## src/rtl/uart_pkg.sv

```systemverilog
// Shared UART receiver types: FSM state encoding, bit-counter width and the parity helper.
package uart_pkg;

  typedef enum logic [2:0] {
    IDLE   = 3'd0,
    START  = 3'd1,
    DATA   = 3'd2,
    PARITY = 3'd3,
    STOP   = 3'd4
  } uart_rx_state_t;

  localparam int unsigned MAX_DATA_BITS = 9;
  localparam int unsigned BIT_CNT_W     = $clog2(9);

  // Parity bit a transmitter would send for this data word (data zero-extended).
  function automatic logic calc_parity(input logic [MAX_DATA_BITS-1:0] data,
                                       input logic                     odd);
    return (^data) ^ odd;
  endfunction

endpackage

```

## src/rtl/uart_sync.sv

```systemverilog
// Two-flop synchroniser with a configurable reset value; shared by the RX data and TX CTS paths.
module uart_sync #(
  parameter logic RST_VAL = 1'b1
) (
  input  logic clk,
  input  logic rst,
  input  logic i_d,
  output logic o_q
);

  logic r_meta;
  logic r_q;

  always_ff @(posedge clk) begin
    if (rst) begin
      r_meta <= RST_VAL;
      r_q    <= RST_VAL;
    end else begin
      r_meta <= i_d;
      r_q    <= r_meta;
    end
  end

  assign o_q = r_q;

endmodule

```

## src/rtl/uart_rx_param.sv

```systemverilog
// Parametrised UART receiver with run-time parity, framing/parity errors, valid/ready output and sticky overrun.
// Define UART_RX_MAJORITY_EN to vote each bit from the samples at counter 2, 1 and 0.
module uart_rx_param
  import uart_pkg::*;
#(
  parameter int unsigned DATA_BITS = 8,
  parameter int unsigned STOP_BITS = 1,
  parameter int unsigned BAUD_W    = 13
) (
  input  logic                 clk,
  input  logic                 rst,
  input  logic                 rx,
  input  logic [BAUD_W-1:0]    baud,
  input  logic                 parity_en,
  input  logic                 parity_odd,
  output logic [DATA_BITS-1:0] rx_data,
  output logic                 rx_valid,
  input  logic                 rx_ready,
  output logic                 frame_err,
  output logic                 parity_err,
  output logic                 overrun,
  input  logic                 overrun_clr,
  output logic                 busy
);

  logic                 w_rx;
  logic                 w_bit;
  logic                 w_tick;
  logic                 w_last_data;
  logic                 w_last_stop;
  logic                 w_start;
  logic                 w_shift;
  logic                 w_par_smp;
  logic                 w_stop_smp;
  logic                 w_done;
  logic                 w_can_load;
  logic                 w_ferr;
  logic                 w_perr;
  uart_rx_state_t       r_state;
  uart_rx_state_t       w_state_nxt;

  logic [BAUD_W-1:0]    r_cnt;
  logic [BAUD_W-1:0]    r_baud;
  logic                 r_par_en;
  logic                 r_par_odd;
  logic [BIT_CNT_W-1:0] r_bit_cnt;
  logic [DATA_BITS-1:0] r_shift;
  logic                 r_par_bit;
  logic                 r_ferr;

  logic [DATA_BITS-1:0] r_data;
  logic                 r_valid;
  logic                 r_frame_err;
  logic                 r_parity_err;
  logic                 r_overrun;
  logic                 r_busy;

  uart_sync #(.RST_VAL(1'b1)) u_sync (
    .clk (clk),
    .rst (rst),
    .i_d (rx),
    .o_q (w_rx)
  );

`ifdef UART_RX_MAJORITY_EN
  // Last two synchronised samples; at counter 0 these are the counter 2 and 1 samples.
  logic [1:0] r_hist;

  always_ff @(posedge clk) begin
    if (rst) r_hist <= 2'b11;
    else     r_hist <= {r_hist[0], w_rx};
  end

  assign w_bit = (r_hist[1] & r_hist[0]) | (r_hist[1] & w_rx) | (r_hist[0] & w_rx);
`else
  assign w_bit = w_rx;
`endif

  assign w_tick      = (r_cnt == '0);
  assign w_last_data = (r_bit_cnt == BIT_CNT_W'(DATA_BITS - 1));
  assign w_last_stop = (r_bit_cnt == BIT_CNT_W'(STOP_BITS - 1));

  always_ff @(posedge clk) begin
    if (rst) r_state <= IDLE;
    else     r_state <= w_state_nxt;
  end

  always_comb begin
    w_state_nxt = r_state;
    case (r_state)
      IDLE:    if (!w_rx) w_state_nxt = START;
      START:   if (w_tick) w_state_nxt = w_bit ? IDLE : DATA;
      DATA:    if (w_tick && w_last_data) w_state_nxt = r_par_en ? PARITY : STOP;
      PARITY:  if (w_tick) w_state_nxt = STOP;
      STOP:    if (w_tick && w_last_stop) w_state_nxt = IDLE;
      default: w_state_nxt = IDLE;
    endcase
  end

  always_comb begin
    w_start    = 1'b0;
    w_shift    = 1'b0;
    w_par_smp  = 1'b0;
    w_stop_smp = 1'b0;
    case (r_state)
      IDLE:    w_start    = ~w_rx;
      DATA:    w_shift    = w_tick;
      PARITY:  w_par_smp  = w_tick;
      STOP:    w_stop_smp = w_tick;
      default: ;
    endcase
  end

  assign w_done = w_stop_smp & w_last_stop;

  // Reload with baud-1 so consecutive samples sit exactly baud clocks apart.
  always_ff @(posedge clk) begin
    if (rst) begin
      r_cnt     <= '0;
      r_baud    <= '0;
      r_par_en  <= 1'b0;
      r_par_odd <= 1'b0;
      r_bit_cnt <= '0;
      r_shift   <= '0;
      r_par_bit <= 1'b0;
      r_ferr    <= 1'b0;
    end else begin
      if (w_start) begin
        r_cnt     <= baud >> 1;
        r_baud    <= baud;
        r_par_en  <= parity_en;
        r_par_odd <= parity_odd;
        r_bit_cnt <= '0;
        r_par_bit <= 1'b0;
        r_ferr    <= 1'b0;
      end else if (r_state != IDLE) begin
        r_cnt <= w_tick ? (r_baud - BAUD_W'(1)) : (r_cnt - BAUD_W'(1));
      end
      if (w_shift) begin
        r_shift   <= {w_bit, r_shift[DATA_BITS-1:1]};
        r_bit_cnt <= w_last_data ? '0 : (r_bit_cnt + BIT_CNT_W'(1));
      end
      if (w_par_smp) r_par_bit <= w_bit;
      if (w_stop_smp) begin
        if (!w_bit) r_ferr <= 1'b1;
        r_bit_cnt <= w_last_stop ? '0 : (r_bit_cnt + BIT_CNT_W'(1));
      end
    end
  end

  assign w_ferr     = r_ferr | ~w_bit;
  assign w_perr     = r_par_en & (calc_parity(MAX_DATA_BITS'(r_shift), r_par_odd) != r_par_bit);
  assign w_can_load = ~r_valid | rx_ready;

  // Output register: a completion that cannot be accepted is dropped and flags overrun.
  always_ff @(posedge clk) begin
    if (rst) begin
      r_data       <= '0;
      r_valid      <= 1'b0;
      r_frame_err  <= 1'b0;
      r_parity_err <= 1'b0;
      r_overrun    <= 1'b0;
      r_busy       <= 1'b0;
    end else begin
      if (w_done && w_can_load) begin
        r_data       <= r_shift;
        r_frame_err  <= w_ferr;
        r_parity_err <= w_perr;
        r_valid      <= 1'b1;
      end else if (r_valid && rx_ready) begin
        r_valid <= 1'b0;
      end
      if (w_done && !w_can_load) r_overrun <= 1'b1;
      else if (overrun_clr)      r_overrun <= 1'b0;
      r_busy <= (w_state_nxt != IDLE);
    end
  end

  assign rx_data    = r_data;
  assign rx_valid   = r_valid;
  assign frame_err  = r_frame_err;
  assign parity_err = r_parity_err;
  assign overrun    = r_overrun;
  assign busy       = r_busy;

endmodule

```

## config.mk

```make
export PLATFORM = sky130hd
export DESIGN_NAME = uart_rx_param
export DESIGN_NICKNAME = d
export VERILOG_FILES = /design/src/rtl/uart_pkg.sv /design/src/rtl/uart_sync.sv /design/src/rtl/uart_rx_param.sv
export SDC_FILE = /design/constraint.sdc
export NUM_CORES = 1
export LEC_CHECK = 0
export CAP_MARGIN = 10
export CORE_AREA = 2 2 73 75
export CTS_BUF_LIST = sky130_fd_sc_hd__clkbuf_8 sky130_fd_sc_hd__clkbuf_16
export DETAILED_ROUTE_END_ITERATION = 12
export DIE_AREA = 0 0 75 77
export DONT_BUFFER_PORTS = 1
export PLACE_DENSITY = 0.8
export SLEW_MARGIN = 20
export SYNTH_ARGS = -nofsm -noshare
export SYNTH_HDL_FRONTEND = slang
export SYNTH_SLANG_ARGS = --single-unit
export TNS_END_PERCENT = 50
```

## constraint.sdc

```tcl
create_clock -name clk -period 3 [get_ports clk]
set_input_delay 0.6 -clock clk [delete_from_list [all_inputs] [get_ports clk]]
set_output_delay 0.6 -clock clk [all_outputs]
set_load 0.03 [all_outputs]
```

==> out/qor.txt <==
==================================================================================
Status                                                                finished clean
Worst-Margin Slew                                                        0.6570 ns
Wire per inst                                                             15.77 µm
Setup skew after layout                                                0.006890 ns
Initial antenna violation count                                                  0
H-tree lvl count                                                                 3
Count of buffers from port buffering                                             0
Worst reg2reg path startpoint                                         r_cnt[0]$_SDFFE_PP0P_
Max Cap Viol                                                                     0
Net count of the finished layout                                               378
Cell Count, Final, Fillers Out                                                 430
Share of final-layout standard cells stronger than drive strength 1         10.00%
Clock latency at the later pin of the worst-skew pair                      0.35 ns
Switching power as a share of total power                                   31.44%
Register-to-register setup slack                                           0.31 ns
Mapped Nets                                                                    381
Finish-stage setup viols                                                         0
Final Slew Violations                                                            0
Diode count                                                                      0
Total standard cell area after synthesis                                  3047 µm²
Combinational share of power                                                 18.0%
Die Outline Area                                                          5775 µm²
Share of synthesized flip-flops with an asynchronous set or reset               0%
Total number of placement rows                                                  26
Hold_sp                                                                        rst
HPWL after detailed placement                                             4.607 mm
Endpoint with the worst hold slack                                    r_baud[4]$_SDFFE_PP0P_
Routed vias                                                                   2627
Number of vias per cell after detailed routing                               6.109
Hold-critical path depth                                                         1
Pin count of the biggest net entering global routing                            59
Sinks on the clock net                                                          60
Wire length of the first global-routing pass                              11.31 mm
Sequential fraction of the synthesis area                                   39.43%
Fraction of the cycle the final worst path needs                            89.56%
Via count of the first global-routing pass                                    2542
Number of synthesized register bits                                             60
WHS                                                                      0.3224 ns
Post-layout worst setup margin                                           0.3131 ns
Unique cell type count in the Yosys netlist                                     52
Overall die width                                                            75 µm
Worst-case setup slack after placement                                   0.3372 ns
CP Data Arrival Time                                                       2.91 ns
Pre-Repair DR Iteration Count                                                    5
Routed Wire Length                                                        6.780 mm
RSZ-0062 raised after global routing                                            no
Normalized max-slew margin                                                  55.79%
Hold violation total from the final report                                       0
Fin crit period                                                           2.687 ns
Reg2reg end                                                           r_cnt[8]$_SDFFE_PP0P_
I/O Pins                                                                        33
Leakage power                                                             1.227 nW
Number of synthesized flops with an enable pin                                   0
Overall overflow remaining after global route                                    0
Global placer's final weighted congestion                                   0.8646
Total power divided by cell area                                      559.0 nW/µm²
Part of the total power dissipated in the clock network                      35.1%
Root buffer cell                                                          clkbuf_8
First DRT Iteration DRCs                                                       226
HP Class                                                                 in -> reg
Core region area                                                          4977 µm²
Buffers from clock root to sink, at most                                         2
CTS tree                                                                     built
Post-cts hold buffer count                                                       0
Relative contribution of sequential cells to total power                     46.9%
Critical path launch point type                                               flop
Critical path fanouts, max                                                       6
Switching power summed over all nets                                     0.5767 mW
Top achievable clock speed                                               372.2 MHz
Vertical die dimension                                                       77 µm
Category of the most critical setup path                                reg -> reg
Instance count of the mapped netlist                                           358
Internal power                                                            1.257 mW
Tot GR Track Use                                                            25.39%
Clock buffers created by TritonCTS                                               9
Setup TNS after final layout                                                  0 ns
Layout area overhead                                                        7.680%
Antenna Violating Nets Remaining                                                 0
Required time of the critical path                                         3.23 ns
Avg Cell Area, Syn                                                       8.510 µm²
Setup repair bufs after CTS                                                      0
Crit end category                                                             flop
Number of placed instances, taps included                                      414
Initial core utilization                                                    61.21%
Post-synth top flop                                                        dfxtp_1
Maximum ir drop on the vdd rail                                           449.7 µV
Detailed-route DRC error count                                                   0
Reg clk slew, reported paths                                               0.07 ns
Depth of the worst register-to-register path                                     9
Number of warnings printed during yosys synthesis                                0
Post-cts resize count                                                            0
==================================================================================
-- state kept, by name (all words and copies together) (netlist names), 3 cells and up --
register	count
r_cnt	13
rx_data	8
r_bit_cnt	4
r_baud	13
r_state	3
r_shift	8
-- critical path, stage by stage, from the launching register on --
cell and delay, ns:
dfxtp_1 0.34, or4_1 0.69, nor4_4 0.29, a21oi_1 0.15, ha_1 0.21, nor3b_1 0.15
nand2_1 0.07, nor2_1 0.10, and4_1 0.20, a2111oi_0 0.36
-- cells by family after synthesis --
family                     share of synthesized area [%]
adders and majority gates                          1.232
and+or+nand+nor                                    22.18
muxes                                              7.885
xor gates and xnor gates                           4.476
buffers and inverters                              3.819
AOI/OAI and AO/OA                                  20.99
DFF                                                39.42
-- metal layers --
metal / global-route usage, % / part of all wire [%]
met1: 32.92 / 44
met2: 38.86 / 48
met3: 9.461 / 6.7
met4: 7.857 / 1.2
met5: 0 / 0
-- worst max-delay path by stage --
stage                            end  slack (ns)                   from  depth (start not counted)
3_5_place_dp   r_cnt[8]$_SDFFE_PP0P_        0.34  r_cnt[7]$_SDFFE_PP0P_                          9
3_3_place_gp   r_cnt[8]$_SDFFE_PP0P_        0.45  r_cnt[7]$_SDFFE_PP0P_                          9
6_report       r_cnt[8]$_SDFFE_PP0P_        0.31  r_cnt[0]$_SDFFE_PP0P_                          9
2_1_floorplan  r_cnt[8]$_SDFFE_PP0P_        0.27  r_cnt[7]$_SDFFE_PP0P_                         11
5_1_grt        r_cnt[8]$_SDFFE_PP0P_        0.16  r_cnt[6]$_SDFFE_PP0P_                          9
4_1_cts        r_cnt[8]$_SDFFE_PP0P_        0.32  r_cnt[7]$_SDFFE_PP0P_                          9
-- through the flow --
| stage | area (µm²) | power, mW | util [%] |
|---|---|---|---|
| 6_report | 3281 | 1.834 | 65.91 |
| 5_1_grt | 3281 | 1.919 | 65.91 |
| 4_1_cts | 3281 | 1.841 | 65.91 |
| 3_5_place_dp | 3104 | 1.203 | 62.37 |
| 3_3_place_gp | 3104 | 1.193 | 62.37 |
| 2_1_floorplan | 3047 | 1.138 | - |
-- power by group through the flow --
| stage | clock network (mW) | registers (mW) | logic, mW |
|---|---|---|---|
| floorplan | 0 | 0.866 | 0.272 |
| global placement | 0 | 0.875 | 0.318 |
| detailed placement | 0 | 0.877 | 0.326 |
| CTS | 0.655 | 0.859 | 0.327 |
| global route | 0.690 | 0.864 | 0.365 |
| finish | 0.643 | 0.860 | 0.331 |
-- area by class of cell --
class	instances	area [µm²]
inverters	7	26.28
well taps	70	87.58
repair buffers	8	60.06
clock buffers	9	123.9
flip-flops and latches	60	1201
fillers	415	1697
clock inverters	7	52.55
multi-input cells	269	1729
-- cells in the mapped netlist (2+ instances only) --
master     number  area (µm²)
dfxtp_1        60        1201
nand2_1        38       142.6
nor2_1         35       131.4
a21oi_1        34       170.2
mux2i_1        24       240.2
a211oi_1       19       142.6
clkbuf_1       17       63.81
nor2b_1        10       62.56
o21ai_0         9       45.04
xnor2_1         9       78.83
nor3_1          8       40.04
a31oi_1         7       43.79
inv_1           7       26.28
or3_1           7       43.79
nor4_1          6       37.54
or2_2           6       37.54
nand3_1         5       25.02
xor2_1          4       35.03
a21o_1          3       22.52
a311oi_1        3       26.28
buf_2           3       15.01
ha_1            3       37.54
or4_1           3       22.52
a2111oi_0       2       17.52
a2111oi_2       2       30.03
nand2b_1        2       12.51
nand3b_1        2       15.01
nand4_1         2       12.51
nor3b_1         2       15.01
o211a_1         2       20.02
o21bai_1        2       15.01
o31ai_1         2       15.01
-- layout by cell type (no fill, tap or decap), types with 3 or more instances in the layout --
| cell type | Yosys | routed |
|---|---|---|
| dfxtp_1 | 60 | 60 |
| nand2_1 | 38 | 38 |
| nor2_1 | 35 | 35 |
| a21oi_1 | 34 | 34 |
| mux2i_1 | 24 | 24 |
| a211oi_1 | 19 | 19 |
| nor2b_1 | 10 | 10 |
| o21ai_0 | 9 | 9 |
| xnor2_1 | 9 | 9 |
| clkbuf_8 | 0 | 9 |
| nor3_1 | 8 | 8 |
| buf_4 | 1 | 8 |
| or3_1 | 7 | 7 |
| inv_1 | 7 | 7 |
| a31oi_1 | 7 | 7 |
| or2_2 | 6 | 6 |
| nor4_1 | 6 | 6 |
| nand3_1 | 5 | 5 |
| xor2_1 | 4 | 4 |
| or4_1 | 3 | 3 |
| a21o_1 | 3 | 3 |
| a311oi_1 | 3 | 3 |
| ha_1 | 3 | 3 |
| clkinv_4 | 0 | 3 |
(Power assumes the default switching activity.)
